`src/rtl/vendor_pkg.sv`:
```
//------------------------------------------------------------------------------
// vendor_pkg : shared widths and write-path state encoding for the vendor slave
// Rev 1.0
//------------------------------------------------------------------------------
`default_nettype none

package vendor_pkg;

  localparam int VENDOR_SW_W = 18;
  localparam int AVL_DATA_W  = 32;

  typedef enum logic [1:0] {
    ST_IDLE  = 2'd0,
    ST_GRANT = 2'd1,
    ST_WRITE = 2'd2,
    ST_GAP   = 2'd3
  } wr_state_e;

endpackage

`default_nettype wire

```
`src/rtl/rr_pick.sv`:
```
//------------------------------------------------------------------------------
// rr_pick : combinational round-robin winner search, first request after last_grant
// Rev 1.0
//------------------------------------------------------------------------------
`default_nettype none

module rr_pick #(
  parameter int NUM_REQ = 2,
  parameter int IDX_W   = $clog2(NUM_REQ)
) (
  input  logic [NUM_REQ-1:0] req_i,
  input  logic [IDX_W-1:0]   last_grant_i,
  output logic [IDX_W-1:0]   winner_o,
  output logic               any_o
);

  function automatic logic [IDX_W-1:0] rot_idx(input logic [IDX_W-1:0] base, input int off);
    return IDX_W'((int'(base) + off) % NUM_REQ);
  endfunction

  // Scan starts one past the previous winner so it drops to lowest priority.
  always_comb begin
    winner_o = last_grant_i;
    any_o    = 1'b0;
    for (int off = 1; off <= NUM_REQ; off++) begin
      if (!any_o && req_i[rot_idx(last_grant_i, off)]) begin
        any_o    = 1'b1;
        winner_o = rot_idx(last_grant_i, off);
      end
    end
  end

endmodule

`default_nettype wire

```
`src/rtl/vendor_wr_arbiter.sv`:
```
//------------------------------------------------------------------------------
// vendor_wr_arbiter : round-robin sharing of the vendor SW Avalon write port,
// with a forced idle gap after every write. Optional VENDOR_WR_ARB_LASTWR_EN
// adds last-write readback and a write counter. Rev 1.0
//------------------------------------------------------------------------------
`default_nettype none

module vendor_wr_arbiter
  import vendor_pkg::*;
#(
  parameter int NUM_REQ    = 2,
  parameter int DATA_W     = VENDOR_SW_W,
  parameter int GAP_CYCLES = 4
) (
  input  logic                      clk,
  input  logic                      reset,
  input  logic [NUM_REQ-1:0]        req,
  input  logic [NUM_REQ*DATA_W-1:0] req_data,
  output logic [NUM_REQ-1:0]        ack,
  output logic                      chipselect,
  output logic                      write,
  output logic [AVL_DATA_W-1:0]     writedata,
  output logic                      busy
`ifdef VENDOR_WR_ARB_LASTWR_EN
  ,
  output logic [DATA_W-1:0]         last_wr_data,
  output logic [2:0]                last_wr_src,
  output logic [15:0]               wr_count
`endif
);

  localparam int IDX_W = $clog2(NUM_REQ);
  localparam int GAP_W = 8;

  wr_state_e            state_q, state_d;
  logic [GAP_W-1:0]     gap_q, gap_d;
  logic [IDX_W-1:0]     grant_q, grant_d;
  logic [IDX_W-1:0]     last_grant_q, last_grant_d;
  logic [DATA_W-1:0]    data_q, data_d;
  logic [NUM_REQ-1:0]   ack_q, ack_d;
  logic                 wr_q;
  logic                 busy_q;
  logic [AVL_DATA_W-1:0] writedata_q;

  logic [IDX_W-1:0]     pick_winner;
  logic                 pick_any;

  rr_pick #(
    .NUM_REQ (NUM_REQ),
    .IDX_W   (IDX_W)
  ) u_rr_pick (
    .req_i        (req),
    .last_grant_i (last_grant_q),
    .winner_o     (pick_winner),
    .any_o        (pick_any)
  );

  always_comb begin
    state_d      = state_q;
    gap_d        = gap_q;
    grant_d      = grant_q;
    last_grant_d = last_grant_q;
    data_d       = data_q;
    ack_d        = '0;

    case (state_q)
      ST_IDLE: begin
        if (pick_any) begin
          grant_d = pick_winner;
          for (int i = 0; i < NUM_REQ; i++) begin
            if (pick_winner == IDX_W'(i)) data_d = req_data[i*DATA_W +: DATA_W];
          end
          state_d = ST_GRANT;
        end
      end
      ST_GRANT: state_d = ST_WRITE;
      ST_WRITE: begin
        last_grant_d = grant_q;
        if (GAP_CYCLES == 0) begin
          state_d = ST_IDLE;
        end else begin
          gap_d   = GAP_W'(GAP_CYCLES - 1);
          state_d = ST_GAP;
        end
      end
      ST_GAP: begin
        if (gap_q == '0) state_d = ST_IDLE;
        else             gap_d   = gap_q - 1'b1;
      end
      default: state_d = ST_IDLE;
    endcase

    // Outputs are registered, so the strobe pattern is decoded from the next state.
    if (state_d == ST_WRITE) ack_d[grant_q] = 1'b1;
  end

  always_ff @(posedge clk or posedge reset) begin
    if (reset) begin
      state_q      <= ST_IDLE;
      gap_q        <= '0;
      grant_q      <= IDX_W'(NUM_REQ - 1);
      last_grant_q <= IDX_W'(NUM_REQ - 1);
      data_q       <= '0;
      ack_q        <= '0;
      wr_q         <= 1'b0;
      busy_q       <= 1'b0;
      writedata_q  <= '0;
    end else begin
      state_q      <= state_d;
      gap_q        <= gap_d;
      grant_q      <= grant_d;
      last_grant_q <= last_grant_d;
      data_q       <= data_d;
      ack_q        <= ack_d;
      wr_q         <= (state_d == ST_WRITE);
      busy_q       <= (state_d != ST_IDLE);
      if (state_q == ST_GRANT) writedata_q <= AVL_DATA_W'(data_q);
    end
  end

  assign ack        = ack_q;
  assign chipselect = wr_q;
  assign write      = wr_q;
  assign writedata  = writedata_q;
  assign busy       = busy_q;

`ifdef VENDOR_WR_ARB_LASTWR_EN
  logic [DATA_W-1:0] last_wr_data_q;
  logic [2:0]        last_wr_src_q;
  logic [15:0]       wr_count_q;

  always_ff @(posedge clk or posedge reset) begin
    if (reset) begin
      last_wr_data_q <= '0;
      last_wr_src_q  <= '0;
      wr_count_q     <= '0;
    end else if (state_q == ST_WRITE) begin
      last_wr_data_q <= data_q;
      last_wr_src_q  <= 3'(grant_q);
      wr_count_q     <= wr_count_q + 16'd1;
    end
  end

  assign last_wr_data = last_wr_data_q;
  assign last_wr_src  = last_wr_src_q;
  assign wr_count     = wr_count_q;
`endif

endmodule

`default_nettype wire

```
`config.mk`:
```
export PLATFORM = sky130hd
export DESIGN_NAME = vendor_wr_arbiter
export DESIGN_NICKNAME = d
export VERILOG_FILES = /design/src/rtl/vendor_pkg.sv /design/src/rtl/rr_pick.sv /design/src/rtl/vendor_wr_arbiter.sv
export SDC_FILE = /design/constraint.sdc
export NUM_CORES = 1
export LEC_CHECK = 0
export ABC_CLOCK_PERIOD_IN_PS = 1550
export CAP_MARGIN = 20
export CELL_PAD_IN_SITES_DETAIL_PLACEMENT = 1
export CELL_PAD_IN_SITES_GLOBAL_PLACEMENT = 1
export CORE_UTILIZATION = 32
export DETAILED_ROUTE_END_ITERATION = 6
export PLACE_DENSITY_LB_ADDON = 0.1
export SKIP_LAST_GASP = 1
export SYNTH_ARGS = -nofsm -noshare
export SYNTH_HDL_FRONTEND = slang
export SYNTH_SLANG_ARGS = --single-unit
```
`constraint.sdc`:
```
create_clock -name clk -period 1.55 [get_ports clk]
set_clock_uncertainty 0.1 [all_clocks]
set_input_delay 0.155 -clock clk [delete_from_list [all_inputs] [get_ports clk]]
set_output_delay 0.155 -clock clk [all_outputs]
set_load 0.05 [all_outputs]
```
==> After elaboration in Yosys (flattened, before gate mapping) <==
Index checks and enable logic that the tools add are counted.
{ "word_totals": {"reg_bits": 52, "inputBits": 40, "output_inout_bits": 37, "wordCells": 47} }
{ "op_classes": {"n_addsub": 3, "order_cmp": 4, "n_eq_ne": 5, "mux": 17, "n_reduce_logical": 9} }
{ "ops": {"columns": ["operator", "n"], "rows": [
  ["18-bit two-way mux", 1],
  ["8-bit one-hot mux with 2 select lines", 1],
  ["1-bit two-way mux", 9],
  ["8-bit logical NOT", 1],
  ["8-bit two-way mux", 1],
  ["2-bit one-hot mux with 4 select lines", 1],
  ["8-bit by 1-bit subtractor with 8-bit output (second input constant)", 1],
  ["2-bit == test (second input constant)", 3],
  ["1-bit by 2-bit less-than comparator with 1-bit output (second input constant)", 3],
  ["2-bit two-way mux", 3],
  ["2-bit AND reduction", 2],
  ["2-bit nonzero test", 2],
  ["1-bit adder (second input constant)", 2],
  ["2-bit by 1-bit == test with 1-bit output (second input constant)", 1],
  ["1-bit logical AND", 2],
  ["2-bit logical NOT", 1],
  ["2-bit inequality test (second input constant)", 1],
  ["1-bit demux with 1-bit select", 1],
  ["1-bit greater-or-equal comparator (second input constant)", 1],
  ["1-bit logical NOT", 1]
]} }

==> Depth between registers and ports, before layout <==
{ "depth": {"depth_word": 11, "ltp_mapped": 6, "ltp_nobuf": 5} }

==> Cells and area by module <==
From an unflattened synthesis, not the netlist that was laid out.
{ "hier_totals": {"hier_cells": 240, "area_unflattened_um2": 2377.3} }
{ "by_module_without_submodules": {"columns": ["module", "n_inst", "cells_each", "area_each_um2", "seq_area_each_um2"], "rows": [
  ["vendor_wr_arbiter", 1, 237, 2357.3, 1303.8],
  ["rr_pick", 1, 3, 20.0, 0.0]
]} }

==> Least setup slack after synthesis <==
OpenSTA, ideal clock, no wires.
{ "synth_timing": {"kind": "register to register", "startpoint": "register gap_q[0]", "endpoint": "register gap_q[6]", "setup_time_ps": 136, "t_arrival_ps": 1373, "t_required_ps": 1314, "setup_slack_ps": -59, "stages_incl_launch_ff": 6, "path_buffers": 0, "period_less_slack_ps": 1609, "path_cell_list": "dfrtp_1 -> inv_1 -> ha_1 -> or4b_1 -> o211ai_1 -> o311ai_1"} }
{ "synth_via": {"elab_chain_cells": 3, "word_cells_on_any_way": 6, "classes_between": "1 x add/sub; 1 x eq/ne; 2 x mux; 2 x reduce/logical"} }
{ "synth_lines": {"columns": ["item", "line_no", "text"], "rows": [
  ["from (decl)", "vendor_wr_arbiter.sv:36", "logic [GAP_W-1:0] gap_q, gap_d;"],
  ["from (signal assigned)", "vendor_wr_arbiter.sv:110", "gap_q <= gap_d;"],
  ["8-bit by 1-bit subtractor with 8-bit output or 8-bit logical NOT (tied branches)", "vendor_wr_arbiter.sv:88, vendor_wr_arbiter.sv:87", null],
  ["8-bit two-way mux or 2-bit inequality test (tied branches)", null, null],
  ["8-bit one-hot mux with 2 select lines or 2-bit AND reduction (tied branches)", null, null]
]} }
Several ways; a longest one is shown, not always the timed one. The select of a mux whose other input is x is not followed.
A chain may end at the register's enable or synchronous reset.

==> Worst setup path after layout <==
{ "layout_timing": {"startpoint": "register gap_q[3]", "endpoint": "register gap_q[6]"} }
The elaborated chain is that of the path after synthesis.

==> metrics.md <==
| Metric | Value |
|---|---|
| DR iter-0 viols | `61` |
| Die area | `0.00813 mm2` |
| Endpoints failing setup | `8` |
| Compound-Gate Fraction of Synth Area | `0.169` |
| Min-delay worst type | `in -> reg` |
| Die H | `90.2 um` |
| Synth cell types | `47` |
| Multi-input gate area | `0.00110 mm2` |
| DRT antenna net count | `0` |
| Int Pwr | `4.03 mW` |
| Sequential cell area | `0.00131 mm2` |
| Port Buf Inserts | `62` |
| Routability Congestion | `0.747` |
| Tmin final | `1.64 ns` |
| GRT overflow | `0` |
| Maximum vdd ir drop | `0.845 mV` |
| Switching part of the total | `0.434` |
| Lkg Pwr | `1.53 nW` |
| Antenna fix cells | `0` |
| CTS sink cnt | `52` |
| GRT Util Overall | `0.177` |
| Main combinational cell family by area after synthesis | `compound AO/OA/AOI/OAI gates` |
| Synth Cell Area | `0.00249 mm2` |
| CTS tree | `done` |
| Violated checks | `negative setup slack` |
| WL per Instance | `16.2 um` |
| Sw Pwr | `3.09 mW` |
| Die span in x | `90.2 um` |
| Post-Syn Area per Cell | `10.8 um2` |
| Mapped Cells | `231` |
| WL final | `6770 um` |
| First-pass GRT wire length | `11,300 um` |
| Post-synth EDFFs | `0` |
| Rows | `31` |
| Initial core utilization | `0.338` |
| Vias in the first global route | `2,189` |
| Synth Register Bits | `52` |
| Total CTS buffers | `5` |
| Worst-path fanout max | `5` |
| Cell Pwr Density | `2020 mW/mm2` |
| Fill cells | `843` |
| Largest net degree at the start of global routing | `25` |
| Placed insts | `404` |
| Crit Path Class | `reg -> reg` |
| Final-report max-slew violation count | `0` |
| Ys async rst share | `1.00` |
| Residual DRC | `0` |
| Adder-cell share of the synthesized area | `0.00503` |
| Post-Synth Simple-Gate Area | `0.119` |
| Synth Area in XOR/XNOR | `0` |
| Longest Clk Path Bufs | `2` |
| Layout cell share with drive strength beyond 1 | `0.330` |
| Nets | `358` |
| Crit path DAT | `1.73 ns` |
| Hold WS | `0.314 ns` |
| Outcome | `complete, but fails checks` |
| CP Launch Type | `register` |
| Power Total | `7.11 mW` |
| Max cap viols | `0` |
| Clock root cell | `clkbuf_8` |
| Mux share of post-synthesis cell area | `0.0945` |
| Clock-pin slew on the worst setup and hold paths | `0.10 ns` |
| CP Capture Type | `register` |
| Seq/Total Area, Yosys | `0.524` |
| DP HPWL | `4870 um` |
| RSZ-0062 raised after global routing | `yes` |
| Vias/cell | `4.94` |
| Hold Vio Cnt, Final | `0` |
| F_max | `611 MHz` |
| Initial antenna violation count | `0` |
| Post-route setup slack | `-0.0878 ns` |
| Syn. warnings | `0` |
| Logic pwr share | `0.537` |
| H-tree depth | `2` |
| Clock share of power | `0.115` |
| Drt first pass iters | `3` |
| Ports | `77` |
| Syn-to-layout area delta | `41.6%` |
| Setup total negative slack | `-0.269 ns` |
| Main synth FF type | `dfrtp_1` |
| Crit share post-route | `1.06` |
| CP Data Required Time | `1.64 ns` |
| Fin cells | `417` |
| Clk Latency, worst-skew pair | `0.31 ns` |
| Core Area | `0.00737 mm2` |
| Vias | `2,060` |
| Sequential Power Share | `0.348` |
worst paths after layout:
path                       slack [ns]             to           from  depth (start not counted)
max reg2reg                     -0.09       gap_q[6]       gap_q[3]                          4
max in group asynchronous        0.32        grant_q          reset                          4
min                              0.31     data_q[14]   req_data[32]                          3
min reg2reg                      0.41  writedata[13]  writedata[13]                          1
min in group asynchronous        0.56   writedata[5]          reset                          3
max                             -0.09       gap_q[6]       gap_q[3]                          4
layout make-up:
type | count | share of cell area
sequential | 52 | 0.370
multi-input combinational | 155 | 0.313
timing repair buffer | 97 | 0.249
tap | 99 | 0.0352
clock buffer | 6 | 0.0234
inverter | 6 | 0.00639
clock inverter | 2 | 0.00284
per-layer routing:
| metal | track usage | wire length [um] |
|---|---|---|
| met3 | 0.0305 | 229 |
| met4 | 0.0524 | 79 |
| met2 | 0.306 | 3440 |
| met5 | 0 | 0 |
| met1 | 0.226 | 3030 |
synth_stat cells, types with 2 or more instances:
| cell type | count | area share |
|---|---|---|
| nor2_1 | 4 | 0.0060 |
| inv_1 | 6 | 0.0090 |
| dfrtp_1 | 50 | 0.50 |
| dfstp_2 | 2 | 0.021 |
| o211ai_1 | 2 | 0.0060 |
| mux2_2 | 20 | 0.090 |
| nand3_1 | 18 | 0.036 |
| a31oi_1 | 21 | 0.053 |
| o21ai_0 | 19 | 0.038 |
| a21oi_1 | 18 | 0.036 |
| clkbuf_1 | 5 | 0.0075 |
| and2_1 | 3 | 0.0075 |
| nand2b_1 | 3 | 0.0075 |
| buf_2 | 7 | 0.014 |
| nand2_1 | 4 | 0.0060 |
| or2_1 | 2 | 0.0050 |
| buf_4 | 16 | 0.048 |
| a21boi_0 | 2 | 0.0060 |
critical path: stages, from the launching register on:
cell and delay, ns:
dfrtp_1 0.46, buf_4 0.17, or4b_4 0.50, o211ai_1 0.17
o311ai_1 0.11
timing repair:
action / 4_1_cts / 5_1_grt
hold endpoints to repair: 6 / 0
pin swaps: 8 / 3
hold buffers: 1 / 0
buffers inserted: 4 / 0
endpoints found under the setup margin: 9 / 12
gates resized for setup: 10 / 4
placed cells by master, fill, tap and decap left out, types with 2 or more instances in the layout:
master           Yosys  routed
inv_1                6       3
buf_12               0       4
and2_1               3       3
nand2b_1             3       3
o21ai_0             19      19
dfstp_2              2       2
a21oi_1             18      18
conb_1               1      14
nand3_1             18      18
clkinv_2             0       2
or2_1                2       2
mux2_2              20      20
a31oi_1             21      20
dfrtp_1             50      49
clkbuf_8             0       6
nor2_1               4       4
buf_4               16      53
clkdlybuf4s50_1      0      39
nand2_1              4       4
or4b_4               1       2
inv_2                0       3
o211ai_1             2       2
power by group through the flow:
stage	registers (mW)	logic, mW	clock network, mW
4_1_cts	2.46	3.81	0.841
6_report	2.48	3.82	0.820
2_1_floorplan	3.27	1.51	0
5_1_grt	2.57	4.11	0.884
3_5_place_dp	2.47	3.59	0
3_3_place_gp	2.46	3.51	0
flip-flops by register name (all words and copies together) (netlist names):
name	cells
gap_q	8
grant_q	1
state_q	2
chipselect	1
ack	2
busy	1
last_grant_q	1
data_q	18
writedata	18
per-stage QoR:
stage	setup WS, ns	utilization	cell area, um2
4_1_cts	-0.0676	0.476	3500
2_1_floorplan	-0.0385	-	2540
6_report	-0.0878	0.478	3520
5_1_grt	-0.133	0.478	3520
3_3_place_gp	-0.0718	0.449	3310
3_5_place_dp	-0.129	0.449	3310
logic make-up (layout without fill, tap and decap cells):
| family | Yosys count | count (layout) |
|---|---|---|
| simple gates | 48 | 48 |
| fa+ha+maj | 1 | 1 |
| buf+inv | 37 | 111 |
| compound gates | 71 | 71 |
| mux | 21 | 21 |
| flops | 52 | 52 |
| other cells | 1 | 14 |
Note: power is estimated with default switching activity, not from simulation.
